===== src/rtl/exe_pg_sequencer.sv =====
// Execute-stage power-gating sequencer: wakes MUL/SH on demand through a
// timed WAKE phase, stalls issue until ready, and powers down after idling.
module exe_pg_sequencer #(
    parameter int WAKE_CYC = 2,
    parameter int IDLE_CYC = 8,
    parameter int CNT_W    = 4
) (
    input  logic clk,
    input  logic rst,
    input  logic valid_i,
    input  logic mul_req_i,
    input  logic sh_req_i,
    input  logic stall_i,
    input  logic mul_busy_i,
    input  logic sh_busy_i,
    input  logic pg_disable_i,
    output logic mul_pwr_en_o,
    output logic mul_iso_o,
    output logic mul_ready_o,
    output logic sh_pwr_en_o,
    output logic sh_iso_o,
    output logic sh_ready_o,
    output logic stall_req_o
);

    typedef enum logic [1:0] {
        PG_OFF  = 2'd0,
        PG_WAKE = 2'd1,
        PG_ON   = 2'd2
    } pg_state_e;

    localparam int CNT_MAX = (1 << CNT_W) - 1;

    if (WAKE_CYC < 1 || WAKE_CYC > CNT_MAX) begin : g_bad_wake
        $error("exe_pg_sequencer: WAKE_CYC must be in 1..2^CNT_W-1");
    end
    if (IDLE_CYC < 1 || IDLE_CYC > CNT_MAX) begin : g_bad_idle
        $error("exe_pg_sequencer: IDLE_CYC must be in 1..2^CNT_W-1");
    end

    localparam logic [CNT_W-1:0] WAKE_LD = CNT_W'(WAKE_CYC - 1);
    localparam logic [CNT_W-1:0] IDLE_LD = CNT_W'(IDLE_CYC);

    // Channel 0 is MUL, channel 1 is SH. Requests are deliberately not gated
    // by stall_i, otherwise stall_req_o could hold itself up forever.
    logic [1:0] req;
    logic [1:0] busy;
    logic [1:0] pwr_en;
    logic [1:0] iso;
    logic [1:0] ready;

    assign req  = {valid_i & sh_req_i, valid_i & mul_req_i};
    assign busy = {sh_busy_i, mul_busy_i};

    for (genvar g = 0; g < 2; g++) begin : g_ch
        pg_state_e        state;
        pg_state_e        state_nxt;
        logic [CNT_W-1:0] wake_cnt;
        logic [CNT_W-1:0] wake_cnt_nxt;
        logic [CNT_W-1:0] idle_cnt;
        logic [CNT_W-1:0] idle_cnt_nxt;
        logic             wake;

        assign wake = req[g] | pg_disable_i;

        always_ff @(posedge clk) begin
            if (rst) begin
                state    <= PG_OFF;
                wake_cnt <= '0;
                idle_cnt <= '0;
            end else begin
                state    <= state_nxt;
                wake_cnt <= wake_cnt_nxt;
                idle_cnt <= idle_cnt_nxt;
            end
        end

        always_comb begin
            state_nxt    = state;
            wake_cnt_nxt = wake_cnt;
            idle_cnt_nxt = idle_cnt;
            case (state)
                PG_OFF: begin
                    if (wake) begin
                        state_nxt    = PG_WAKE;
                        wake_cnt_nxt = WAKE_LD;
                    end
                end
                PG_WAKE: begin
                    if (wake_cnt == '0) begin
                        state_nxt    = PG_ON;
                        idle_cnt_nxt = IDLE_LD;
                    end else begin
                        wake_cnt_nxt = wake_cnt - 1'b1;
                    end
                end
                PG_ON: begin
                    // Activity always wins over an expiring idle count.
                    if (req[g] | busy[g] | pg_disable_i) begin
                        idle_cnt_nxt = IDLE_LD;
                    end else if (stall_i) begin
                        idle_cnt_nxt = idle_cnt;
                    end else if (idle_cnt != '0) begin
                        idle_cnt_nxt = idle_cnt - 1'b1;
                    end else begin
                        state_nxt = PG_OFF;
                    end
                end
                default: begin
                    state_nxt = PG_OFF;
                end
            endcase
        end

        assign pwr_en[g] = (state != PG_OFF);
        assign iso[g]    = (state != PG_ON);
        assign ready[g]  = (state == PG_ON);
    end

    assign mul_pwr_en_o = pwr_en[0];
    assign mul_iso_o    = iso[0];
    assign mul_ready_o  = ready[0];
    assign sh_pwr_en_o  = pwr_en[1];
    assign sh_iso_o     = iso[1];
    assign sh_ready_o   = ready[1];

    assign stall_req_o  = |(req & ~ready);

endmodule


===== config.mk =====
export PLATFORM = sky130hd
export DESIGN_NAME = exe_pg_sequencer
export DESIGN_NICKNAME = d
export VERILOG_FILES = /design/src/rtl/exe_pg_sequencer.sv
export SDC_FILE = /design/constraint.sdc
export NUM_CORES = 1
export LEC_CHECK = 0
export ABC_AREA = 1
export CORE_ASPECT_RATIO = 1.1
export CORE_UTILIZATION = 50
export CTS_BUF_LIST = sky130_fd_sc_hd__clkbuf_4 sky130_fd_sc_hd__clkbuf_8 sky130_fd_sc_hd__clkbuf_16
export DETAILED_ROUTE_END_ITERATION = 6
export GPL_TIMING_DRIVEN = 1
export MAX_ROUTING_LAYER = met4
export PLACE_DENSITY_LB_ADDON = 0.12
export SYNTH_ARGS = -nofsm -noshare
export SYNTH_HDL_FRONTEND = slang
export SYNTH_SLANG_ARGS = --single-unit
export TNS_END_PERCENT = 50

===== constraint.sdc =====
create_clock -name clk -period 2.6 [get_ports clk]
set_clock_uncertainty 0.15 [all_clocks]
set_input_delay 0.26 -clock clk [delete_from_list [all_inputs] [get_ports clk]]
set_output_delay 0.26 -clock clk [all_outputs]
set_load 0.02 [all_outputs]

==> results.ini <==
[route]
wl_um = 2770
viasPerCell = 4.83
drt_first_pass_iters = 4
postRouteAntennaNets = 0
drt-initial-drc-count = 21
wl_per_cell_um = 10.3
drcViolationCount = 0
num_vias = 1294

[power]
p_per_area_mw_per_mm2 = 978
p_leak_nw = 0.824
worst_ir_drop_vdd_uv = 656

[cts]
ctsHoldBuffers = 0
cts-htree-levels = 1
cts_root_buf = clkbuf_4
clkTransAtPathRegs_ns = 0.11
cts_tree = yes
cts.path.max_buffers = 2
cts_buffers = 3
clk_latency_ns = 0.29
clock_sinks = 20
cts_setup_buffers = 0
cts_resized = 0

[die]
coreArea_mm2 = 0.00280
row_count = 20
initial_core_util = 0.533
ioPinCount = 16
die_area_mm2 = 0.00321
die_y_um = 59.3
die_x_um = 54.1

[synthesis]
ys.flop_type = dfxtp_1
synth_edf_count = 0
synth_compound_area_frac = 0.0695
synth.most_common_cell = nand2_1
synth_cells = 218
yosys-top-cells-count = nand2_1 (43), nor2_1 (32), inv_1 (31)
yosysWarnings = 0
synth_top_family_by_area = simple AND/OR/NAND/NOR gates
synth-simple-area-share = 0.417
synth_cell_types = 26
ys_seq_elements = 20
synth_fa_ha_area_frac = 0.134
syn-cell-area_mm2 = 0.00149
synth.avg_cell_area_um2 = 6.85
syn_nets = 243
synthXorXnorAreaFrac = 0.0176
yosys-mux-area-fraction = 0
synth_largest_area_cell = dfxtp_1
ys_seq_area_frac = 0.268
synthArstFlopShare = 0
synth_top_area_frac = 0.268
synthTopCellsByArea = dfxtp_1 (27%), ha_1 (13%), nand2_1 (11%)

[global_routing]
grt_usage = 0.195
grt_start_max_net_pins = 12
grt_pass1_wl_um = 4460
grt_pass1_vias = 1091
overflow = 0
antenna_found_initial = 0

[setup_path]
cp-start-kind = flip-flop
worst_setup_path_end_kind = output port
worstPathArrival_ns = 1.89
ff2ff_path_depth = 8
crit_slowest_cell = clkdlybuf4s50_1
startpoint = g_ch[0].state[0]$_SDFFE_PP0P_
slowest_delay_ns = 0.63
cp.required_ns = 2.19
worstReg2RegEnd = g_ch[0].state[1]$_SDFFE_PP0P_
endpoint = stall_req_o
cp.depth = 4
critPathBufInv = 2
rrSetupSlack_ns = 0.93
path_class = reg2out
r2r-start = g_ch[0].state[0]$_SDFFE_PP0P_
path_max_fanout = 8
cp_top_family = buffers and inverters
worstPathCellList = inv_1 > ha_1 > o22ai_1 > clkdlybuf4s50_1

[place]
port_buffers = 15
gp_congestion = 0.841
hpwl_um = 2190

[timing]
rsz0062_at_grt = no
worst_pin_slew_ns = 0.331
max_freq_ghz = 0.436
relSlewSlack = 0.779
fin_crit_ns = 2.30
fin_setup_tns_ns = 0
drv_slew = 0
period_share = 0.883
finalHoldViolCount = 0
setup_violations = 0

[run_status]
status = completed

[layout]
antenna_cells = 0
final_util = 0.609
drive_above_1_share = 0.115
nets = 262
area_growth_pct = 14.2

[min_path]
hp-class = reg2reg

[flow_run]
max_cap_violations = 0

==> through the flow <==
stage               std cells  power (mW)  area (um^2)  setup WS [ns]  hold slack [ns]
detailed placement        265        1.52         1680          0.485            0.332
finish                    268        1.67         1710          0.304            0.342
global placement          265        1.52         1680          0.488            0.320
global route              268        1.85         1710          0.162            0.363
CTS                       268        1.68         1710          0.280            0.351
floorplan                 218        1.29         1490          0.893            0.273
==> registers in the layout, indices dropped and copies added (netlist names) <==
register / count
g_ch.state: 4
g_ch.idle_cnt: 8
g_ch.wake_cnt: 8
==> routing by layer <==
layer / routed length, um / share of wire / GRT usage / vias to the layer above
met5: 0 / 0 / - / -
met2: 1220 / 0.44 / 0.314 / 25
li1: - / - / - / 728
met3: 127 / 0.046 / 0.0333 / 4
met4: 29 / 0.010 / 0.0696 / 0
met1: 1400 / 0.50 / 0.243 / 537
==> area by class of cell <==
type	instances	area [um^2]
clock buffers	3	22.5
repair buffers	16	158
inverters	35	131
well taps	33	41.3
flip-flops and latches	20	400
fillers	274	1100
multi-input cells	161	953
==> cells by family (layout without fill, tap and decap cells) <==
family	after synthesis	count (layout)
fa+ha+maj	16	16
buf+inv	37	54
compound gates	19	19
xor+xnor	3	3
simple gates	123	123
flops	20	20
==> tightest hold or removal path, stage by stage (launching register included) <==
cell     delay (ns)
dfxtp_1        0.34
nand2_1        0.06
a21oi_1        0.05
==> power by group <==
| group | internal [mW] | leakage [nW] | switching (mW) |
|---|---|---|---|
| clock network | 0.0539 | 0.0138 | 0.0945 |
| logic | 0.422 | 0.646 | 0.647 |
| registers | 0.396 | 0.164 | 0.0550 |
| total | 0.872 | 0.824 | 0.796 |
==> how the worst min path moves through the flow <==
stage / cells past startpoint / slack (ns) / end / start
floorplan: 3 / 0.27 / g_ch[1].wake_cnt[3]$_SDFFE_PP0P_ / rst
global route: 2 / 0.36 / g_ch[1].idle_cnt[1]$_SDFFE_PP0P_ / g_ch[1].idle_cnt[1]$_SDFFE_PP0P_
detailed placement: 2 / 0.33 / g_ch[1].wake_cnt[1]$_SDFFE_PP0P_ / g_ch[1].wake_cnt[1]$_SDFFE_PP0P_
finish: 2 / 0.34 / g_ch[1].idle_cnt[1]$_SDFFE_PP0P_ / g_ch[1].idle_cnt[1]$_SDFFE_PP0P_
CTS: 2 / 0.35 / g_ch[1].idle_cnt[1]$_SDFFE_PP0P_ / g_ch[1].idle_cnt[1]$_SDFFE_PP0P_
global placement: 2 / 0.32 / g_ch[0].wake_cnt[1]$_SDFFE_PP0P_ / g_ch[0].wake_cnt[1]$_SDFFE_PP0P_
==> placed cells by master (no fill, tap or decap), types with 2 or more instances in the layout <==
cell type,n
nand3_1,18
nand3_2,4
nor2_1,32
nor3_1,6
inv_1,31
nand3b_1,2
nor2_2,3
a31oi_1,2
inv_2,3
ha_1,16
clkbuf_4,3
nand2_2,6
a211oi_1,2
a21oi_1,11
o21ai_0,2
nor2_4,4
nand4_1,2
dfxtp_1,20
clkdlybuf4s50_1,15
nand2_1,43
xor2_1,3
nand3b_4,2
Note: power is estimated with default switching activity, not from simulation.
==> edit 1, RTL diff (same flow settings) <==
Set the parameter `CNT_W` to 5 (it was 4).
--- a/src/rtl/exe_pg_sequencer.sv
+++ b/src/rtl/exe_pg_sequencer.sv
@@ -5,3 +5,3 @@
     parameter int IDLE_CYC = 8,
-    parameter int CNT_W    = 4
+    parameter int CNT_W    = 5
 ) (
Formal check against the unedited RTL: same outputs for any inputs over 10 cycles, from zero or initial values and one cycle with rst high; that may be too few to reach the edited logic, so the function may still have changed.
==> edit 1 against the original RTL <==
Maximum frequency down 1.1%; synthesized area up 15%; global-route usage up 1.8 points; highest routed layer unchanged; cell count up 19%; core utilization up 1.4 points; power up 37%; sequential power up 27%; sequential cell count up 4; cell area up 15%; worst hold slack better by 0.0061 ns; worst setup slack worse by 0.026 ns; critical path depth unchanged; routed wire length up 20%.
==> edit 1: results (changes against the original RTL) <==
The run finished with clean final reports. The number of global-route vias before repair was 1549 (+42%). The number of antenna violations at the first check in global routing came out at 0 (unchanged). The startpoint identified for the worst register-to-register timing path is g_ch[1].state[1]. The transition time of the tightest slew-check pin works out to 0.3263 ns (-0.004940 ns). The peak ir drop on the vdd network was 0.5790 mV (-12%); the DRC violation total after the first TritonRoute iteration was 58 (+180%).

The run gives 0.2130 (+0.01756) as the combined global-route utilization of all metal layers. The tools report the global-route wire length before repair as 6154 microns (+38%). The post-detailed-route wirelength per cell works out to 10.36 microns (+0.30%). The routed length on met2 came out at 1542 microns (+27%). The startpoint identified for the worst hold timing path is g_ch[0].idle_cnt[1]. Counting instances in the post-synthesis netlist gives the leading cell types as 69 x nand2_1, 43 x nor2_1, 36 x inv_1.

Total met3 wirelength after detailed routing: 85 microns (-33%). The maximum fanout count along the critical path was 6 (-2); the placed instance area was 1913 sq um (+14%). The run gives 0.2550 (+0.01208) as the met1 demand-to-capacity share in global routing.

The tools report the routed via count as 1578 (+22%). The count of non-filler cells in the finished layout was 320 (+19%). The endpoint identified for the worst register-to-register timing path is g_ch[1].wake_cnt[0]. The clock edge transition at the registers on the reported setup and hold paths works out to 0.14 ns (+0.03 ns).

In the post-synthesis netlist, the biggest area contributors are dfxtp_1 28%, nand2_1 15%, nor2_1 9.4%. The post-placement setup slack was 0.4967 ns (+0.01129 ns). The logs give 2559 microns (+17%) for the placed wire-length estimate and 2 (unchanged) for the maximum buffer depth of the clock tree. Largest stage delay on the critical path: 0.64 ns. The run gives 1079 uW (+35%) as the power spent charging and discharging nets.

Clock latency of the later-clocked register in the worst-skew pair: 0.31 ns (+0.02 ns). The weighted congestion at the end of routability-driven global placement was 0.8835 (+5.0%); the share of power burned in the clock network was 0.119 (+0.030). The run gives 27 (+3.8%) as the count of different cell masters after synthesis. The met3 global-route usage came out at 0.02464 (-0.008693). The power in sequential cells was 572 uW (+27%); the net count of the finished layout was 308 (+18%). In the final layout, the registers with the most flip-flops are g_ch.idle_cnt: 10 flops, g_ch.wake_cnt: 10 flops, g_ch.state: 4 flops.

The met2 track demand over resource in global routing is 0.3678 (+0.05388), and the static leakage power is 0.0009073 uW (+10%). The number of buffers added on ports came out at 15 (unchanged). The sequential cell area fraction in the yosys report is 0.2797 (+0.01167), and the fraction of final layout cells with drive strength greater than 1 is 0.1049 (-0.009999). The sequential share of power came out at 0.250 (-0.020). The tools report the synthesized net count as 288 (+19%). Number of antenna cells inserted: 0 (unchanged). The post-synthesis average cell area came out at 6.434 sq um (-6.1%). The routed length on met1 was 1663 microns (+19%). Hold-critical path endpoint: g_ch[0].idle_cnt[1]. The logs give 1.91 ns (+0.02 ns) for the arrival time of the worst setup path and 17 (+5) for the maximum number of pins on one net before global-route repair.

The final critical-path share of the clock period is 0.8928 (+0.009853).
edit 1: cell type report:
type                            count  area (sq um)
Clock buffer                        3         22.52
Clock inverter                      1         30.03
Tap cell                           34         42.54
Inverter                           38         142.6
Sequential cell                    24         480.5
Timing Repair Buffer               16         157.7
Fill cell                         309          1187
Multi-Input combinational cell    204          1090
edit 1: cell families (layout without fill, tap and decap cells):
kind of cell | Yosys count | after routing | synth area share
and+or+nand+nor | 163 | 163 | 0.4348
buffers and inverters | 39 | 58 | 0.08594
AOI/OAI and AO/OA | 27 | 27 | 0.1020
DFF | 24 | 24 | 0.2797
adders and majority gates | 12 | 12 | 0.08740
xor gates and xnor gates | 2 | 2 | 0.01020
edit 1: stage by stage:
| step | hold slack [ns] | util |
|---|---|---|
| 4_1_cts | 0.3511 | 0.6234 |
| 2_1_floorplan | 0.1724 | - |
| 5_1_grt | 0.3891 | 0.6234 |
| 3_3_place_gp | 0.3197 | 0.6067 |
| 6_report | 0.3480 | 0.6234 |
| 3_5_place_dp | 0.3298 | 0.6067 |
==> edit 2, RTL diff (same settings) <==
Made on the original files. The 3 states of `pg_state_e` get a one-hot encoding in 3 bits.
--- a/src/rtl/exe_pg_sequencer.sv
+++ b/src/rtl/exe_pg_sequencer.sv
@@ -25,6 +25,6 @@
 
-    typedef enum logic [1:0] {
-        PG_OFF  = 2'd0,
-        PG_WAKE = 2'd1,
-        PG_ON   = 2'd2
+    typedef enum logic [2:0] {
+        PG_OFF  = 3'b001,
+        PG_WAKE = 3'b010,
+        PG_ON   = 3'b100
     } pg_state_e;
Function: same outputs for any inputs over 10 cycles, from zero or initial values and one cycle with rst high; not proved beyond that.
==> edit 2 against the original RTL <==
Sequential cell count grew 2; synthesized cell count grew 2.8%; power shrank 9.7%; routed wire length grew 0.11%; die area shrank 2.4%; worst setup slack gained 0.19 ns; clock power grew 5%; synthesized area shrank 2.5%; cell area shrank 1.9%; count of clock-buffer cells in the layout is the same.
==> edit 2: results (changes against the original RTL) <==
The flow ran to the end, and the final reports show no timing, DRC or antenna violations. The layout overhead on the synthesized area is 14.95%, and the power spent charging and discharging nets is 691.2 uW (-13%). The critical path starts at g_ch[1].state[1].

The commonest cells after synthesis are 51 x nand2_1, 40 x nor2_1, 26 x inv_1. The logs give 0.5069 mV (-23%) for the peak ir drop on the vdd network and 0.3024 (+0.03440) for the sequential cell area fraction in the yosys report. The worst register-to-register path begins at g_ch[0].wake_cnt[0]. The run gives 1119 (+2.6%) as the number of global-route vias before repair. For the count of different cell masters after synthesis, the log shows 22 (-15%).

The worst setup margin was 0.4992 ns (+0.1949 ns); the sequential cell area in the final layout was 440.4 sq um (+10%). The layout filler cell count came out at 288 (+5.1%). The placed instance area came out at 1652 sq um (-1.9%). Source of the worst hold timing path: g_ch[1].idle_cnt[0]. The multi-input gate count was 167 (+3.7%); the fraction of final layout cells with drive strength greater than 1 was 0.1033 (-0.01159). The area fraction of clock buffers and clock inverters came out at 0.01345 (+0.0002564). For the share of power burned in the clock network, the log shows 0.103 (+0.014). For the share of power burned in combinational logic, the log shows 0.553 (-0.088). By area the synthesized netlist is led by dfxtp_1 30%, nand2_1 13%, nor2_1 10%.

The maximum fanout count along the critical path came out at 6 (-2). The weighted congestion at the end of routability-driven global placement came out at 0.8225 (-2.2%). The power density of the placed cells is 900.4 nW/um^2 (-7.9%).

The number of cells in the design after placement is 272 (+2.6%), and the post-detailed-route wirelength per cell is 10.08 microns (-2.4%). The tools report the register-to-register path setup slack as 1.02 ns (+0.09 ns). The multi-input gate area in the final layout is 884.6 sq um (-7.2%). The tools report the post-placement setup slack as 0.5946 ns (+0.1092 ns). The tools report the endpoint of the most critical register-to-register path as g_ch[0].idle_cnt[2]. The combined global-route utilization of all metal layers was 0.2076 (+0.01221); the worst-case hold slack was 0.3364 ns (-0.005466 ns). For the count of non-filler cells in the finished layout, the log shows 275 (+2.6%).
==> edit 2: metal layers <==
| metal | part of all wire | routed length [microns] | GRT usage | vias to the layer above |
|---|---|---|---|---|
| met5 | 0 | 0 | - | - |
| met4 | 0.0054 | 15 | 0.04511 | 0 |
| met3 | 0.021 | 58 | 0.03101 | 2 |
| met2 | 0.44 | 1217 | 0.3321 | 13 |
| met1 | 0.53 | 1480 | 0.2743 | 617 |
| li1 | - | - | - | 751 |
==> edit 2: logic make-up (layout without fill, tap and decap cells) <==
logic type,after synthesis,count (layout),share of synthesized area
adder cells (fa/ha/maj),8,8,0.06873
buffers and inverters,35,53,0.09020
AO/OA/AOI/OAI,21,21,0.07560
AND/OR/NAND/NOR,136,136,0.4510
XOR/XNOR,2,2,0.01203
flip-flops,22,22,0.3024
==> edit 2: worst max-delay path: stages (launching register included) <==
cell	delay [ns]
dfxtp_1	0.42
inv_2	0.06
nand2_1	0.10
nor2_4	0.06
o22ai_1	0.14
clkdlybuf4s50_1	0.61
